## src/rtl/rv_decode_pkg.sv

```systemverilog
// Shared RV32I decode definitions: opcode/funct7 constants, ALU op codes, decoded bundle.
package rv_decode_pkg;

  localparam logic [6:0] OP_R    = 7'b0110011;
  localparam logic [6:0] OP_I    = 7'b0010011;
  localparam logic [6:0] F7_BASE = 7'b0000000;
  localparam logic [6:0] F7_ALT  = 7'b0100000;

  localparam logic [2:0] F3_SLL  = 3'b001;
  localparam logic [2:0] F3_SR   = 3'b101;
  localparam logic [2:0] F3_ADD  = 3'b000;

  typedef enum logic [3:0] {
    ALU_ADD  = 4'd0,
    ALU_SUB  = 4'd1,
    ALU_SLL  = 4'd2,
    ALU_SLT  = 4'd3,
    ALU_SLTU = 4'd4,
    ALU_XOR  = 4'd5,
    ALU_SRL  = 4'd6,
    ALU_SRA  = 4'd7,
    ALU_OR   = 4'd8,
    ALU_AND  = 4'd9
  } alu_op_t;

  // Immediate is carried separately so its width can follow the top-level WIDTH.
  typedef struct packed {
    logic [4:0] rd;
    logic [4:0] rs1;
    logic [4:0] rs2;
    alu_op_t    alu_op;
    logic       alu_src_imm;
    logic       reg_write;
    logic       illegal;
  } bundle_t;

endpackage

```

## src/rtl/alu_ctrl.sv

```systemverilog
// Combinational ALU control: opcode/funct3/funct7 -> ALU op plus illegal flag.
// Illegal encodings always report ADD so downstream sees a harmless operation.
module alu_ctrl
  import rv_decode_pkg::*;
(
  input  logic [6:0] opcode_i,
  input  logic [2:0] funct3_i,
  input  logic [6:0] funct7_i,
  output alu_op_t    alu_op_o,
  output logic       illegal_o
);

  alu_op_t base_op;

  always_comb begin
    base_op = ALU_ADD;
    case (funct3_i)
      3'b000: base_op = ALU_ADD;
      3'b001: base_op = ALU_SLL;
      3'b010: base_op = ALU_SLT;
      3'b011: base_op = ALU_SLTU;
      3'b100: base_op = ALU_XOR;
      3'b101: base_op = ALU_SRL;
      3'b110: base_op = ALU_OR;
      3'b111: base_op = ALU_AND;
    endcase
  end

  always_comb begin
    alu_op_o  = ALU_ADD;
    illegal_o = 1'b0;
    if (opcode_i == OP_R) begin
      if (funct7_i == F7_BASE) begin
        alu_op_o = base_op;
      end else if (funct7_i == F7_ALT && funct3_i == F3_ADD) begin
        alu_op_o = ALU_SUB;
      end else if (funct7_i == F7_ALT && funct3_i == F3_SR) begin
        alu_op_o = ALU_SRA;
      end else begin
        illegal_o = 1'b1;
      end
    end else if (opcode_i == OP_I) begin
      // Shift-immediates reuse funct7 as a qualifier; everything else ignores it.
      if (funct3_i == F3_SLL || funct3_i == F3_SR) begin
        if (funct7_i == F7_BASE) begin
          alu_op_o = base_op;
        end else if (funct7_i == F7_ALT && funct3_i == F3_SR) begin
          alu_op_o = ALU_SRA;
        end else begin
          illegal_o = 1'b1;
        end
      end else begin
        alu_op_o = base_op;
      end
    end else begin
      illegal_o = 1'b1;
    end
  end

endmodule

```

## src/rtl/inst_decode.sv

```systemverilog
// RV32I R/I-type decode into a single-entry register; bundle valid one cycle after accept, stalls hold it.
// Halt word (all zero) is swallowed and blocks intake until reset; INST_DECODE_PERF_EN adds perf counters.
module inst_decode
  import rv_decode_pkg::*;
#(
  parameter int WIDTH = 32
) (
  input  logic             iClk,
  input  logic             iRstN,
  input  logic [31:0]      iInst,
  input  logic             iValid,
  output logic             oReady,
  output logic             oValid,
  input  logic             iReady,
  output logic [4:0]       oRd,
  output logic [4:0]       oRs1,
  output logic [4:0]       oRs2,
  output logic [WIDTH-1:0] oImm,
  output logic [3:0]       oAluOp,
  output logic             oAluSrcImm,
  output logic             oRegWrite,
  output logic             oIllegal,
  output logic             oHalt,
  output logic [31:0]      oInstCount,
  output logic [31:0]      oStallCount
);

  bundle_t          bnd_d, bnd_q;
  logic [WIDTH-1:0] imm_d, imm_q;
  logic             vld_q, halt_q;
  logic             accept, is_halt;
  alu_op_t          ctl_op;
  logic             ctl_ill;

  // Ready is held low while in reset so nothing upstream sees a phantom accept.
  assign oReady  = iRstN && !halt_q && (!vld_q || iReady);
  assign accept  = iValid && oReady;
  assign is_halt = (iInst == 32'h0000_0000);

  alu_ctrl u_alu_ctrl (
    .opcode_i  (iInst[6:0]),
    .funct3_i  (iInst[14:12]),
    .funct7_i  (iInst[31:25]),
    .alu_op_o  (ctl_op),
    .illegal_o (ctl_ill)
  );

  always_comb begin
    bnd_d           = '0;
    imm_d           = '0;
    bnd_d.rd        = iInst[11:7];
    bnd_d.rs1       = iInst[19:15];
    bnd_d.rs2       = iInst[24:20];
    bnd_d.alu_op    = ctl_op;
    bnd_d.illegal   = ctl_ill;
    bnd_d.reg_write = !ctl_ill && (iInst[11:7] != 5'd0);
    if (iInst[6:0] == OP_I) begin
      bnd_d.alu_src_imm = 1'b1;
      if (iInst[14:12] == F3_SLL || iInst[14:12] == F3_SR) begin
        imm_d = {{(WIDTH-5){1'b0}}, iInst[24:20]};
      end else begin
        imm_d = {{(WIDTH-12){iInst[31]}}, iInst[31:20]};
      end
    end
  end

  always_ff @(posedge iClk or negedge iRstN) begin
    if (!iRstN) begin
      vld_q  <= 1'b0;
      halt_q <= 1'b0;
      bnd_q  <= '0;
      imm_q  <= '0;
    end else begin
      if (accept && !is_halt) begin
        vld_q <= 1'b1;
        bnd_q <= bnd_d;
        imm_q <= imm_d;
      end else if (iReady) begin
        vld_q <= 1'b0;
      end
      if (accept && is_halt) begin
        halt_q <= 1'b1;
      end
    end
  end

  assign oValid     = vld_q;
  assign oHalt      = halt_q;
  assign oRd        = bnd_q.rd;
  assign oRs1       = bnd_q.rs1;
  assign oRs2       = bnd_q.rs2;
  assign oImm       = imm_q;
  assign oAluOp     = bnd_q.alu_op;
  assign oAluSrcImm = bnd_q.alu_src_imm;
  assign oRegWrite  = bnd_q.reg_write;
  assign oIllegal   = bnd_q.illegal;

`ifdef INST_DECODE_PERF_EN
  logic [31:0] inst_cnt_q, stall_cnt_q;

  always_ff @(posedge iClk or negedge iRstN) begin
    if (!iRstN) begin
      inst_cnt_q  <= '0;
      stall_cnt_q <= '0;
    end else begin
      if (accept) begin
        inst_cnt_q <= inst_cnt_q + 32'd1;
      end
      if (vld_q && !iReady) begin
        stall_cnt_q <= stall_cnt_q + 32'd1;
      end
    end
  end

  assign oInstCount  = inst_cnt_q;
  assign oStallCount = stall_cnt_q;
`else
  assign oInstCount  = '0;
  assign oStallCount = '0;
`endif

endmodule

```

## config.mk

```make
export PLATFORM = sky130hd
export DESIGN_NAME = inst_decode
export DESIGN_NICKNAME = d
export VERILOG_FILES = /design/src/rtl/rv_decode_pkg.sv /design/src/rtl/alu_ctrl.sv /design/src/rtl/inst_decode.sv
export SDC_FILE = /design/constraint.sdc
export NUM_CORES = 1
export LEC_CHECK = 0
export ABC_AREA = 1
export ABC_CLOCK_PERIOD_IN_PS = 1700
export CAP_MARGIN = 20
export CORE_MARGIN = 4
export CORE_UTILIZATION = 38
export CTS_CLUSTER_SIZE = 8
export DETAILED_ROUTE_END_ITERATION = 10
export GPL_TIMING_DRIVEN = 1
export PLACE_DENSITY = 0.82
export SLEW_MARGIN = 20
export SYNTH_ARGS = -nofsm -noshare
export SYNTH_HDL_FRONTEND = slang
export SYNTH_SLANG_ARGS = --single-unit
```

## constraint.sdc

```tcl
create_clock -name iClk -period 1.7 [get_ports iClk]
set_input_delay 0.51 -clock iClk [delete_from_list [all_inputs] [get_ports iClk]]
set_output_delay 0.51 -clock iClk [all_outputs]
set_load 0.03 [all_outputs]
```

==> results.md <==
- Status: finished clean
- Io pins: between 150 and 200
- Die area: between 8000 and 9000 um^2
- CP Launch Type: input pin
- Die width: 90.3 um
- Critical path arrival: 1900 ps
- First DRT Iteration DRCs: slightly above 90
- Hold Crit Class: input pin to asynchronous set/reset pin
- Slowest CP cell: dlygate4sd2_1
- Critical Path Most Common Cell: nand2_2
- Max-cap violations: 0
- Synth Area in Compound Gates: 6.85%
- Global-route wire length before repair: 11600 um
- Final Slew Violations: 0
- H-tree depth: 2
- Area Growth Syn to Fin: 54.2%
- Hold-fix buffers at CTS: 0
- # DRC: 0
- CP Capture Type: flop
- Clock transition at the registers of the reported paths: 70 ps
- Synth top cells by count: 96 x nand2_1, 85 x buf_4, 38 x inv_1
- Port-buffer cells: 92
- Crit-path cells: dlygate4sd2_1 > inv_2 > nand2_2 > nor2_2 > nand2_2 > nor2_4 > nand2_4 > nand2_8 > buf_12 > buf_4 > nand2_2 > nand2_2 > nand2_1 > inv_1
- Ant diodes: 0
- Final Hold Fails: 0
- LEAKAGE: 2.35 nW
- Yosys warnings: 0
- Largest family of logic cells by synthesized area: buffers and inverters
- Final setup fails: 0
- Dominant cell by count in the synthesized netlist: nand2_1
- Peak VDD IR: between 300 and 400 uV
- #FFs+latches synth: 36
- Setup TNS: 0 ps
- Min Clock Period, post-route: about 1700 ps
- Placed insts: roughly 520
- Final net count: 541
- Num CTS Buffers: 5
- Final Core Density: 61.5%
- Post-synthesis cell type count: 22
- Routed vias/inst: between 4 and 5
- Multiplexer area fraction after synthesis: 0%
- Die height: 90.3 um
- Critical path class: input pin to flop
- Post-DRT Antenna Nets: 0
- Via count: 2507
- Row Count: 29
- Synth Area in Adders: 2.43%
- FMAX: 0.601 GHz
- Antenna violations before repair: 0
- Synth Flop Type: dfrtp_1
- Mapped Cells: 344
- # clock sinks: 36
- Number of global-route vias before repair: around 2.5k
- Synth area leader: dfrtp_1
- Post-route worst setup slack: 35.1 ps
- Post-synthesis sequential area ratio: 35.0%
- GRT Util Overall: 17.3%
- Post-Synth XOR/XNOR Area: 0%
- Hold WS: 336 ps
- Detail Placement HPWL: ~5000 um
- Crit-path max FO: 5
- Starting density of the core: 39.9%
- Final worst-path cycle share: 97.9%
- Count of non-filler cells in the finished layout: 578
- Drt pass-1 iters: 4
- Clk buf depth: 2
- Syn avg cell area: 7.49 um^2
- Pwr/cell area: ~640 nW/um^2
- Clk_lat worst skew: 290 ps
- Main area contributors after synthesis: dfrtp_1 35%, buf_4 25%, nand2_1 14%
- Clock root cell: clkbuf_8
- Post-Synth Simple-Gate Area: between 20% and 30%
- Fillcell total: 544
- Yosys top cell area share: approximately a third
- Gpl congestion: 0.818
- Pin count of the biggest net entering global routing: 37
- Data required time at the worst endpoint: 1940 ps
- Clock skew: 3.75 ps
- Core area: 6460 um^2
- Post-synth EDFFs: 0
- Share of cells above drive strength 1: 33.9%
- Routed WL: 7450 um
- Cell Area, Synth: 2580 um^2
- Pre-CTS setup slack: -483 ps
- Routed len/inst: 12.9 um
- Global route overflow: 0
- Reg2Reg Depth: 11
- CTS tree: done
- Slowest stage delay, CP: 270 ps
- Asr flop ratio synth: 100%
metal layers:
layer	global-route usage [%]	routed length [um]	vias to the layer above
met5	0	0	-
met4	6.76	213	0
met3	5.00	604	18
met2	32.5	3950	114
met1	18.0	2680	1164
li1	-	-	1211
power by group:
group	leakage, nW	internal, mW	total [mW]	switching, mW
logic	1.83	0.335	0.943	0.608
clock network	0.0510	0.323	0.629	0.306
registers	0.471	0.928	0.971	0.0426
total	2.35	1.59	2.54	0.956
kinds of logic after synthesis:
kind of cell,count (synthesis)
AOI/OAI and AO/OA,34
adders and majority gates,5
buffers and inverters,134
DFF,36
other,1
and+or+nand+nor,134
metrics by stage:
stage          total power [mW]  cell area (um^2)
6_report                   2.54              3970
5_1_grt                    2.66              3970
4_1_cts                    2.53              3910
3_5_place_dp               1.84              3340
3_3_place_gp               1.82              3340
2_1_floorplan              1.60              2810
critical path, delay by kind of cell:
kind | cells | cell delay, ps
and+or+nand+nor | 9 | 780
buffers and inverters | 5 | 610
flip-flops by register name, summed over array words and instances (netlist names):
register	cells
oImm	12
oRd	5
oRs1	5
oRs2	5
oAluOp	4
oAluSrcImm	1
oHalt	1
oIllegal	1
oRegWrite	1
oValid	1
repair_timing:
item                       CTS  global route
setup endpoints to repair   92            37
buffers inserted            45             3
resized for setup           99            42
pin swaps                   10            14
cloned                       4             0
placed cells by master (no fill, tap or decap), types with 11 or more instances in the layout:
cell	count
dfrtp_1	35
dlygate4sd2_1	54
o21ai_1	28
inv_1	20
nand2_2	11
nand2_1	86
nor2_1	15
buf_4	89
inv_2	23
conb_1	64
worst paths after layout:
| path | startpoint | slack [ps] | endpoint |
|---|---|---|---|
| min reg2reg | oAluSrcImm | 480 | oAluSrcImm |
| max reg2reg | oValid | 170 | oRegWrite |
| min | iRstN | 340 | oRs2[3] |
| max | iInst[22] | 40 | oRegWrite |
| max in group asynchronous | iRstN | 1020 | oImm[30] |
| min in group iClk | oAluSrcImm | 480 | oAluSrcImm |
area by class of cell:
class | instances | area (um^2) | area share [%]
clock inverters | 2 | 10.0 | 0.252
repair buffers | 175 | 1570 | 39.4
inverters | 44 | 168 | 4.22
multi-input cells | 238 | 1150 | 28.9
flip-flops and latches | 36 | 902 | 22.7
clock buffers | 6 | 82.6 | 2.08
well taps | 77 | 96.3 | 2.43
Power figures use the tool's default switching activity.
